<file path="src/rtl/muldiv_if.sv">
// +--------------------------------------------------------------------+
// | muldiv_if : request/result bundle for the sequential mult/div unit |
// | Rev 1.0                                                            |
// +--------------------------------------------------------------------+
`default_nettype none

interface muldiv_if;
   logic        start;
   logic [1:0]  op;
   logic [31:0] a;
   logic [31:0] b;
   logic        wr_hi;
   logic        wr_lo;
   logic [31:0] wdata;
   logic        busy;
   logic        done;
   logic [31:0] hi;
   logic [31:0] lo;

   modport master (
      output start, op, a, b, wr_hi, wr_lo, wdata,
      input  busy, done, hi, lo
   );

   modport slave (
      input  start, op, a, b, wr_hi, wr_lo, wdata,
      output busy, done, hi, lo
   );
endinterface

`default_nettype wire

</file>
<file path="src/rtl/muldiv_seq.sv">
// +--------------------------------------------------------------------+
// | muldiv_seq : 32-bit iterative MULT/MULTU/DIV/DIVU with HI/LO regs  |
// | Rev 1.0                                                            |
// +--------------------------------------------------------------------+
`default_nettype none

module muldiv_seq (
   input  logic     clk,
   input  logic     rst_n,
   muldiv_if.slave  bus
);

   typedef enum logic [1:0] {
      IDLE = 2'd0,
      CALC = 2'd1,
      FIX  = 2'd2
   } state_t;

   state_t      r_state;
   logic [4:0]  r_cnt;
   logic        r_is_div;
   logic        r_neg_q;
   logic        r_neg_r;
   logic        r_div0;
   logic [31:0] r_mag_b;
   logic [63:0] r_acc;
   logic        r_busy;
   logic        r_done;
   logic [31:0] r_hi;
   logic [31:0] r_lo;

   logic        w_signed;
   logic [31:0] w_mag_a;
   logic [31:0] w_mag_b;
   logic [32:0] w_sum;
   logic        w_ge;
   logic [31:0] w_sub;
   logic [63:0] w_step;
   logic [63:0] w_prod;
   logic [31:0] w_quo;
   logic [31:0] w_rem;

   assign w_signed = ~bus.op[0];
   assign w_mag_a  = (w_signed && bus.a[31]) ? (32'd0 - bus.a) : bus.a;
   assign w_mag_b  = (w_signed && bus.b[31]) ? (32'd0 - bus.b) : bus.b;

   // acc holds {partial product, multiplier} or {remainder, dividend/quotient}
   assign w_sum  = {1'b0, r_acc[63:32]} + {1'b0, (r_acc[0] ? r_mag_b : 32'd0)};
   assign w_ge   = r_acc[63:31] >= {1'b0, r_mag_b};
   assign w_sub  = r_acc[62:31] - r_mag_b;
   assign w_step = r_is_div ? (w_ge ? {w_sub, r_acc[30:0], 1'b1} : {r_acc[62:0], 1'b0})
                            : {w_sum, r_acc[31:1]};

   // Divide-by-zero leaves |a| as remainder, so only the quotient is forced
   assign w_prod = r_neg_q ? (64'd0 - r_acc) : r_acc;
   assign w_quo  = r_div0 ? 32'hFFFF_FFFF : (r_neg_q ? (32'd0 - r_acc[31:0]) : r_acc[31:0]);
   assign w_rem  = r_neg_r ? (32'd0 - r_acc[63:32]) : r_acc[63:32];

   always_ff @(posedge clk or negedge rst_n) begin
      if (!rst_n) begin
         r_state  <= IDLE;
         r_cnt    <= 5'd0;
         r_is_div <= 1'b0;
         r_neg_q  <= 1'b0;
         r_neg_r  <= 1'b0;
         r_div0   <= 1'b0;
         r_mag_b  <= 32'd0;
         r_acc    <= 64'd0;
         r_busy   <= 1'b0;
         r_done   <= 1'b0;
         r_hi     <= 32'd0;
         r_lo     <= 32'd0;
      end else begin
         r_done <= 1'b0;
         case (r_state)
            IDLE: begin
               if (bus.wr_hi) r_hi <= bus.wdata;
               if (bus.wr_lo) r_lo <= bus.wdata;
               if (bus.start) begin
                  r_is_div <= bus.op[1];
                  r_acc    <= {32'd0, w_mag_a};
                  r_mag_b  <= w_mag_b;
                  r_neg_q  <= w_signed & (bus.a[31] ^ bus.b[31]);
                  r_neg_r  <= w_signed & bus.op[1] & bus.a[31];
                  r_div0   <= bus.op[1] & (bus.b == 32'd0);
                  r_cnt    <= 5'd0;
                  r_busy   <= 1'b1;
                  r_state  <= CALC;
               end
            end
            CALC: begin
               r_acc <= w_step;
               r_cnt <= r_cnt + 5'd1;
               if (r_cnt == 5'd31) r_state <= FIX;
            end
            FIX: begin
               if (r_is_div) begin
                  r_hi <= w_rem;
                  r_lo <= w_quo;
               end else begin
                  r_hi <= w_prod[63:32];
                  r_lo <= w_prod[31:0];
               end
               r_done  <= 1'b1;
               r_busy  <= 1'b0;
               r_state <= IDLE;
            end
            default: r_state <= IDLE;
         endcase
      end
   end

   assign bus.busy = r_busy;
   assign bus.done = r_done;
   assign bus.hi   = r_hi;
   assign bus.lo   = r_lo;

endmodule

`default_nettype wire

</file>
<file path="src/flat_wrapper.sv">
// flat-port wrapper written by rule: the top's interface ports become plain ports
module muldiv_seq_flat 
  (clk, rst_n, bus_start, bus_op, bus_a, bus_b, bus_wr_hi, bus_wr_lo, bus_wdata, bus_busy, bus_done, bus_hi, bus_lo);
  muldiv_if bus_i ();
  input  logic clk;
  input  logic rst_n;
  input wire logic [$bits(bus_i.start)-1:0] bus_start;
  input wire logic [$bits(bus_i.op)-1:0] bus_op;
  input wire logic [$bits(bus_i.a)-1:0] bus_a;
  input wire logic [$bits(bus_i.b)-1:0] bus_b;
  input wire logic [$bits(bus_i.wr_hi)-1:0] bus_wr_hi;
  input wire logic [$bits(bus_i.wr_lo)-1:0] bus_wr_lo;
  input wire logic [$bits(bus_i.wdata)-1:0] bus_wdata;
  output wire logic [$bits(bus_i.busy)-1:0] bus_busy;
  output wire logic [$bits(bus_i.done)-1:0] bus_done;
  output wire logic [$bits(bus_i.hi)-1:0] bus_hi;
  output wire logic [$bits(bus_i.lo)-1:0] bus_lo;
  assign bus_i.start = bus_start;
  assign bus_i.op = bus_op;
  assign bus_i.a = bus_a;
  assign bus_i.b = bus_b;
  assign bus_i.wr_hi = bus_wr_hi;
  assign bus_i.wr_lo = bus_wr_lo;
  assign bus_i.wdata = bus_wdata;
  assign bus_busy = bus_i.busy;
  assign bus_done = bus_i.done;
  assign bus_hi = bus_i.hi;
  assign bus_lo = bus_i.lo;
  muldiv_seq u_core (.clk(clk), .rst_n(rst_n), .bus(bus_i));
endmodule
</file>
<file path="config.mk">
export PLATFORM = sky130hd
export DESIGN_NAME = muldiv_seq_flat
export DESIGN_NICKNAME = d
export VERILOG_FILES = /design/src/rtl/muldiv_if.sv /design/src/rtl/muldiv_seq.sv /design/src/flat_wrapper.sv
export SDC_FILE = /design/constraint.sdc
export NUM_CORES = 1
export LEC_CHECK = 0
export CAP_MARGIN = 20
export CORE_MARGIN = 2
export CORE_UTILIZATION = 30
export DETAILED_ROUTE_END_ITERATION = 10
export GPL_TIMING_DRIVEN = 0
export PLACE_DENSITY_LB_ADDON = 0.12
export SLEW_MARGIN = 20
export SYNTH_ARGS = -nofsm -noshare
export SYNTH_HDL_FRONTEND = slang
export SYNTH_SLANG_ARGS = --single-unit
</file>
<file path="constraint.sdc">
create_clock -name clk -period 3.9 [get_ports clk]
set_clock_uncertainty 0.15 [all_clocks]
set_input_delay 0.975 -clock clk [delete_from_list [all_inputs] [get_ports clk]]
set_output_delay 0.975 -clock clk [all_outputs]
set_load 0.005 [all_outputs]
</file>
==> results.toml, run 1 <==
[power]
power_mw = 17.1
power_density_mw_per_mm2 = 967
ir_drop_mv = 0.341
clock_power_share_pct = 11.1
pwr-share-seq_pct = 22.7
power.leakage_nw = 7.11
intPower_mw = 8.40
combPwrFrac_pct = 66.2
switching_share_pct = 50.8
p_switching_mw = 8.69

[placement]
dp_slack_ps = -1120
portBuffers = 168
gp_congestion = 0.871
place_area_mm2 = 0.0166
post-place-cells = 2573
dpl.hpwl_mm = 44.9

[grt]
grt_start_max_net_pins = 93
grt_pass1_wl_mm = 84.3
grt-ovfl-total = 0
grt.total_usage_pct = 22.9
grt_pass1_vias = 13900
grt_antenna_before_repair = 0

[logic_synthesis]
async_flop_share_pct = 100
syn_area_mm2 = 0.0141
synthFlopType = "dfrtp_1"
yosys.area.top_type = "dfrtp_1"
synth-edff-count = 0
ys_seq_area_share_pct = 30.8
avgSynthCellArea_um2 = 7.83
ys_warn_count = 0
ys_seq_elements = 173
synthDistinctLibCells = 73
synth_top_area_share_pct = 30.8
synth.net_count = 1972
synth_area_leaders = "dfrtp_1 31%, o21ai_0 7.7%, ha_1 6.2%, xnor2_1 6.2%, nand2_1 5.6%"
synthCells = 1797

[sta]
worst_pin_slew_ps = 1090
fin_hold_ws_ps = 329
final.setup.worst_slack_ps = 136
finalSetupViolCount = 0
period_minus_slack_ps = 3760
fmax_mhz = 266
fin_crit_sh_pct = 96.5
relSlewSlack_pct = 27.1
finalMaxSlewViolations = 0
finalSetupTns_ps = 0
hold_viol = 0

[final_layout]
drive_above_1_share_pct = 6.27
stdcell_count = 2618
nets = 2173
n_antenna_cell = 0
final_area_mm2 = 0.0177
n_fill_cell = 4901
fin_util_pct = 38.0
multi_input_area_mm2 = 0.00945
area_delta_synth_final_pct = 25.5
regArea_mm2 = 0.00434

[min_path]
min_from = "u_core.bus.lo[20]"
hold_class = "reg2reg"

[setup_path]
cpMostUsedCell = "inv_1"
crit_path_max_incr_delay_ps = 480
crit_buf_inv = 2
cp_top_family = "compound AO/OA/AOI/OAI gates"
cp-end-kind = "flop"
crit_chain = "inv_1, ha_1, inv_1, fa_1, a211oi_1, nor2_1, nor4_2, o211ai_1, a311oi_2, o21ai_1, a31oi_1, xnor2_1, mux2i_1, o21ai_0, o21bai_1"
critPathLaunch = "u_core.r_acc[31]"
cp.arrival_ps = 3990
reg2reg_from = "u_core.r_acc[31]"
crit_type = "reg2reg"
cp.required_ps = 4130
slowest_stage = "dfrtp_2"
cp_max_fo = 6
startpoint_type = "flop"

[drt]
drtAntennaViolNets = 0
detail_route.wl_per_cell_um = 21.3
met2WireLength_mm = 24.9
drt_iter0_drc = 992
dr_wl_met3_mm = 2.41
met1Wirelength_mm = 27.0
vias_per_cell = 5.42
drc = 0
first_pass_iters = 5
wl_mm = 55.8
top_layer = "met4"
vias = 14200

[floorplan]
die_h_um = 221
die_w_um = 221
start_util_pct = 30.3
core-area_mm2 = 0.0465
die_area_mm2 = 0.0487
design.portCount = 169
rows = 79

[clock_network]
hold_buffers = 0
h-tree-depth = 4
cts_num_sinks = 173
cts_buffers = 17
clk_latency_ps = 480
clkTransAtPathRegs_ps = 70
cts_tree = "done"
clock-root-buffer = "clkbuf_16"
cts_buffer_depth = 2

[flow_run]
cap_violations = 0

[run_status]
status = "finished, final reports clean"
## placed cells by master (no fill, tap or decap), drive strengths merged, types with 65 or more instances in the layout
cell             n
dfrtp          173
clkbuf         103
ha              70
nor2           154
xnor2           99
o21ai          227
nand2          210
a21oi          143
inv             67
xor2            65
clkdlybuf4s50  162
## power groups by stage
| stage | Combinational (mW) | Sequential, mW | Clock (mW) |
|---|---|---|---|
| after floorplan | 7.22 | 3.40 | 0 |
| after global placement | 10.5 | 3.87 | 0 |
| after detailed placement | 10.6 | 3.89 | 0 |
| after CTS | 10.9 | 3.85 | 1.93 |
| after global routing | 12.5 | 3.99 | 1.99 |
| final | 11.3 | 3.88 | 1.90 |
## worst paths after layout
kind / to / slack (ps) / cells past startpoint
max: u_core.r_acc[60] / 140 / 15
min: u_core.bus.lo[20] / 330 / 2
max reg2reg: u_core.r_acc[60] / 140 / 15
min reg2reg: u_core.bus.lo[20] / 330 / 2
max in group asynchronous: u_core.r_mag_b[1] / 2330 / 2
min in group asynchronous: u_core.bus.lo[12] / 340 / 1
## cell type report
cell class / count / area share, %
clock buffer: 17 / 2.41
sequential: 173 / 24.5
tap: 607 / 4.30
buffer: 100 / 2.27
clock inverter: 15 / 1.13
inverter: 60 / 1.29
multi-input combinational: 1461 / 53.5
timing repair buffer: 185 / 10.6
## metal layers
metal	up-vias	track usage [%]
li1	6914	-
met1	6831	31.9
met2	375	36.8
met3	57	2.75
met4	0	7.69
met5	-	0
## synth_stat cells (6+ instances only)
| cell type | number |
|---|---|
| o21ai_0 | 217 |
| nand2_1 | 210 |
| dfrtp_1 | 173 |
| nor2_1 | 152 |
| a21oi_1 | 143 |
| xnor2_1 | 99 |
| clkbuf_1 | 92 |
| ha_1 | 70 |
| xor2_1 | 65 |
| inv_1 | 59 |
| o22ai_1 | 45 |
| mux2i_1 | 36 |
| o211ai_1 | 36 |
| nor3_1 | 32 |
| a21o_1 | 28 |
| or3_1 | 28 |
| nand3_1 | 24 |
| o31ai_1 | 23 |
| nand2b_1 | 21 |
| a22oi_1 | 20 |
| a31oi_1 | 17 |
| or4_1 | 16 |
| a211oi_1 | 15 |
| nor2b_1 | 14 |
| o41ai_1 | 13 |
| and2_1 | 11 |
| nand4_1 | 11 |
| nor4_1 | 11 |
| and3_1 | 10 |
| buf_1 | 9 |
| o21ai_1 | 9 |
| o21bai_1 | 8 |
| nor3b_1 | 6 |
| o221ai_1 | 6 |
## state kept, by name, summed over array words and instances (netlist names)
register and flops:
u_core.bus.busy 1, u_core.bus.done 1, u_core.bus.hi 32, u_core.bus.lo 32, u_core.r_acc 64, u_core.r_cnt 5, u_core.r_div0 1, u_core.r_is_div 1
u_core.r_mag_b 32, u_core.r_neg_q 1, u_core.r_neg_r 1, u_core.r_state 2
## timing repair
action                                  CTS  global route
endpoints found under the setup margin   61            57
resized for setup                        36            57
pin swaps                                 3            16
buffers inserted                          4            12
## cells by family after synthesis
family | share of synthesized area [%]
mux | 2.56
flops | 30.8
simple gates | 18.9
fa+ha+maj | 6.51
buf+inv | 4.36
compound gates | 26.7
xor+xnor | 10.2
## tightest hold or removal path, cell delays in order (launching register included)
cell and delay, ps:
dfrtp_1 340, nand2_1 40, o21ai_0 60
Power figures use the tool's default switching activity.
==> inputs of run 2 (changes only) <==
HOLD_SLACK_MARGIN = 0.03   (was default)
clock period = 4.4 ns   (was 3.9 ns; I/O delays follow)
==> run 2 against run 1 <==
  * Combinational power fell by 15%
  * Count of clock-buffer cells in the layout stayed put
  * Clock power decreased by 12%
  * Wire length decreased by 0.62%
  * Hold slack about the same
  * Core utilization is 0.78 points lower
  * Power shrank 14%
  * Cell count down 0.31%
  * Sequential power is 11% lower
  * Non-clock buffer count shrank 8
  * Register-to-register slack improved by 70 ps
  * Setup slack improved by 74 ps
  * Largest power group unchanged
  * Highest routed layer unchanged
==> results.toml, run 2 (synthesized netlist as in run 1, its figures left out) <==
[run_status]
status = "finished, final reports clean"

[final_layout]
fin_util_pct = 37.3
final_area_mm2 = 0.0173
final_cell_mix = "216 x o21ai_0, 210 x nand2_1, 172 x dfrtp_1, 167 x clkdlybuf4s50_1, 152 x nor2_1"
nets = 2165
final_common_cell = "o21ai_0"
drive_above_1_share_pct = 3.74
n_antenna_cell = 0
top_register = "u_core.r_acc"
n_fill_cell = 4950
largest_reg_flops = 64
area_delta_synth_final_pct = 22.9
stdcell_count = 2610

[power]
ir_drop_mv = 0.304
power.leakage_nw = 6.95
power_density_mw_per_mm2 = 849

[floorplan]
rows = 79
die_area_mm2 = 0.0487
die_h_um = 221
core-area_mm2 = 0.0465
design.portCount = 169
start_util_pct = 30.3
die_w_um = 221

[sta]
finalSetupViolCount = 0
hold_viol = 0
rsz0062_at_grt = "false"
fmax_mhz = 239
finalMaxSlewViolations = 0
relSlewSlack_pct = 28.5
worst_pin_slew_ps = 1070
fin_crit_sh_pct = 95.2
period_minus_slack_ps = 4190

[grt]
grt_start_max_net_pins = 93
grt_pass1_vias = 13900
grt.total_usage_pct = 22.9
grt-ovfl-total = 0
grt_pass1_wl_mm = 84.0
grt_antenna_before_repair = 0

[placement]
gp_congestion = 0.871
dpl.hpwl_mm = 44.9
place_area_mm2 = 0.0166
post-place-cells = 2573
portBuffers = 168

[drt]
drtAntennaViolNets = 0
first_pass_iters = 7
drt_iter0_drc = 1070
detail_route.wl_per_cell_um = 21.3
vias_per_cell = 5.43
drc = 0
wl_mm = 55.5
vias = 14200

[clock_network]
clock-root-buffer = "clkbuf_16"
h-tree-depth = 4
cts_num_sinks = 173
cts_buffer_depth = 2
clkTransAtPathRegs_ps = 70
cts_buffers = 17
clk_latency_ps = 480
cts_tree = "done"

[setup_path]
slowest_stage = "a311oi_1"
crit_buf_inv = 2
cp.required_ps = 4630
cp.arrival_ps = 4420
cp_max_fo = 6
crit_type = "reg2reg"
crit_chain = "inv_1, ha_1, inv_1, fa_1, a211oi_1, nor2_1, nor4_1, o211ai_1, a311oi_1, o21ai_0, a31oi_1, xnor2_1, mux2i_1, o21ai_0, o21bai_1"
crit_path_max_incr_delay_ps = 560
cp_top_family = "compound AO/OA/AOI/OAI gates"
cp-end-kind = "flop"
startpoint_type = "flop"

[min_path]
hold_class = "reg2reg"

[flow_run]
cap_violations = 0
run 2: changes by cell type in the layout (fill, tap and decap cells not counted), sizes merged:
cell           delta
buf              -14
clkbuf            +6
dlymetal6s2s      -5
clkdlybuf4s50     +5
run 2: power breakdown:
part | switching [mW] | total, mW | internal (mW)
clock | 0.758 | 1.67 | 0.915
combinational | 5.67 | 9.58 | 3.92
sequential | 1.08 | 3.44 | 2.37
run 2: timing repair:
item                                    in CTS  in global routing
endpoints found under the setup margin      14                 45
gates resized for setup                      7                 21
pin swaps                                    1                  3
hold buffers                                 0                  0
setup buffers                                0                  5
run 2: worst paths after layout:
path	start	end	slack, ps	depth (start not counted)
max	u_core.r_acc[31]	u_core.r_acc[60]	210	15
min	u_core.bus.lo[20]	u_core.bus.lo[20]	330	2
max reg2reg	u_core.r_acc[31]	u_core.r_acc[60]	210	15
min reg2reg	u_core.bus.lo[20]	u_core.bus.lo[20]	330	2
max in group asynchronous	rst_n	u_core.r_mag_b[20]	2710	2
min in group asynchronous	rst_n	u_core.bus.lo[12]	460	1
run 2: final cells by class:
type | count | area [um2] | area share, %
buffer | 103 | 399 | 2.31
clock buffer | 17 | 425 | 2.46
clock inverter | 15 | 199 | 1.15
inverter | 60 | 225 | 1.30
multi-input combinational | 1461 | 9220 | 53.3
sequential | 173 | 4330 | 25.0
tap | 607 | 759 | 4.39
timing repair buffer | 174 | 1750 | 10.1
run 2: per-stage QoR:
| step | setup TNS [ps] | total power, mW | worst slack (ps) | hold WS [ps] |
|---|---|---|---|---|
| final | 0 | 14.7 | 210 | 330 |
| after floorplan | 0 | 9.41 | 682 | 299 |
| after global placement | -962510 | 12.8 | -5580 | 314 |
| after global routing | 0 | 15.9 | 17.1 | 357 |
| after detailed placement | -5290 | 12.8 | -625 | 319 |
| after CTS | 0 | 14.6 | 5.38 | 336 |
run 2: tightest hold or removal path, cell delays in order, from the launching register on:
cell     delay, ps
dfrtp_1        340
nand2_1         40
o21ai_0         60
run 2: per-layer routing:
layer  wire, um  part of all wire (%)  track usage (%)  vias up
met5          0                     0                0        -
met3       2990                   5.4             2.74       55
met1      26400                    48             31.9     6790
met2      24700                    45             36.8      419
met4       1370                   2.5             7.58        0
li1           -                     -                -     6898
==> inputs of run 3 (changes only) <==
CORE_MARGIN = 5   (was 2)
MAX_ROUTING_LAYER = met4   (was default)
==> run 3 against run 2 <==
  * Maximum frequency decreased by 0.84%
  * Largest power group unchanged
  * Count of clock-buffer cells in the layout increased by 2
  * Critical path depth increased by 1
  * Cell count unchanged
  * Critical path type unchanged
  * Clock power decreased by 5%
  * Global-route usage decreased by 1.1 points
  * Register-to-register slack got worse by 40 ps
==> results.toml, run 3 (synthesized netlist as in run 1, its figures left out) <==
[run_status]
status = "finished, final reports clean"

[drt]
drt_iter0_drc = 1175
vias = 14100
first_pass_iters = 8
drtAntennaViolNets = 0
wl_mm = 55.3
detail_route.wl_per_cell_um = 21.2
drc = 0
vias_per_cell = 5.39

[final_layout]
final_common_cell = "o21ai_0"
top_register = "u_core.r_acc"
nets = 2165
n_fill_cell = 4925
largest_reg_flops = 64
n_antenna_cell = 0
area_delta_synth_final_pct = 22.8
fin_util_pct = 37.2
stdcell_count = 2610
multi_input_area_mm2 = 0.00922
regArea_mm2 = 0.00433
final_cell_mix = "217 x o21ai_0, 210 x nand2_1, 173 x dfrtp_1, 167 x clkdlybuf4s50_1, 152 x nor2_1"
drive_above_1_share_pct = 3.54

[grt]
grt_start_max_net_pins = 61
grt.total_usage_pct = 21.8
grt_antenna_before_repair = 1
grt-ovfl-total = 0
grt_pass1_wl_mm = 84.2
grt_pass1_vias = 13800

[placement]
gp_congestion = 0.935
dpl.hpwl_mm = 45.2
portBuffers = 168
dp_slack_ps = -645
post-place-cells = 2574

[setup_path]
crit_path_max_incr_delay_ps = 520
crit_type = "reg2reg"
reg2reg_from = "u_core.r_acc[0]"
r2r-end = "u_core.r_acc[62]"
regToRegSetupSlack_ps = 170
startpoint_type = "flop"
cp.required_ps = 4580
slowest_stage = "dfrtp_1"
worst_r2r_path_depth = 16
cp.arrival_ps = 4410
cp-end-kind = "flop"
crit_chain = "inv_1, clkbuf_2, nor2_1, ha_1, a21oi_1, o21ai_0, a211oi_2, a21boi_0, o2111ai_1, a21oi_1, a2111oi_4, buf_4, o21ai_1, a31oi_1, mux2i_1, a211o_1"
cp_max_fo = 10
cpMostUsedCell = "a21oi_1"

[power]
ir_drop_mv = 0.297
power.leakage_nw = 6.93
power_density_mw_per_mm2 = 843

[clock_network]
h-tree-depth = 4
cts_tree = "done"
clock-root-buffer = "clkbuf_16"
cts_buffer_depth = 2
clkTransAtPathRegs_ps = 80
cts_buffers = 17
cts_num_sinks = 173
clk_latency_ps = 470

[floorplan]
die_area_mm2 = 0.0514
core-area_mm2 = 0.0465
die_h_um = 227
start_util_pct = 30.3
die_w_um = 227
rows = 79
design.portCount = 169

[sta]
fin_crit_sh_pct = 96.0
hold_viol = 0
rsz0062_at_grt = "false"
worst_pin_slew_ps = 997
finalSetupTns_ps = 0
final.setup.worst_slack_ps = 174
fin_hold_ws_ps = 329
finalSetupViolCount = 0
period_minus_slack_ps = 4230
fmax_mhz = 237
relSlewSlack_pct = 32.9
finalMaxSlewViolations = 0

[min_path]
holdPathEnd = "u_core.r_mag_b[18]"
holdPathStages = 2
hold_class = "reg2reg"
min_from = "u_core.r_mag_b[18]"

[flow_run]
cap_violations = 0
==> run 3: cell type report <==
type                       instances  share of cell area, %
inverter                          60                   1.30
timing repair buffer             174                   10.2
buffer                           103                   2.30
clock buffer                      19                   2.56
tap                              607                   4.39
clock inverter                    13                  0.840
sequential                       173                   25.0
multi-input combinational       1461                   53.3
==> run 3: report_power, final <==
group	switching, mW	leakage [nW]	total (mW)	internal [mW]
Clock	0.764	0.285	1.59	0.822
Sequential	1.05	2.12	3.41	2.36
Combinational	5.67	4.52	9.57	3.91
Total	7.48	6.93	14.6	7.09
==> run 3: repair_timing <==
action,in CTS,in global routing
pin swaps,0,2
setup buffers,0,4
endpoints found under the setup margin,33,34
cloned,0,0
resized for setup,10,10
hold buffers,0,0
endpoints found under the hold margin,0,0
==> run 3: metrics by stage <==
| step | instance area, um2 | power [mW] |
|---|---|---|
| final | 17300 | 14.6 |
| after floorplan | 14100 | 9.41 |
| after CTS | 17200 | 14.4 |
| after detailed placement | 16600 | 12.8 |
| after global placement | 16500 | 12.8 |
| after global routing | 17300 | 15.8 |
==> run 3: metal layers <==
layer	part of all wire (%)	vias up	track usage (%)
li1	-	6893	-
met1	48	6692	30.8
met2	44	405	32.4
met3	5.2	66	2.62
met4	2.9	0	7.24
met5	0	-	-
==> run 3: how the worst max path moves through the flow <==
stage	from	endpoint	slack [ps]	cells after the start
after floorplan	bus_a[7]	u_core.r_acc[28]	680	11
after global placement	rst_n	u_core.r_mag_b[29]	-5560	1
after detailed placement	bus_a[0]	u_core.r_acc[28]	-640	14
after CTS	u_core.r_acc[32]	u_core.r_acc[54]	3	12
after global routing	u_core.r_acc[0]	u_core.r_acc[62]	2	16
final	u_core.r_acc[0]	u_core.r_acc[62]	170	16
==> run 3: critical path: cells and delay by family (launching register included) <==
family	cells	cell delay [ps]
DFF	1	520
buffers and inverters	3	710
and+or+nand+nor	1	80
muxes	1	120
adders and majority gates	1	330
AOI/OAI and AO/OA	10	2190
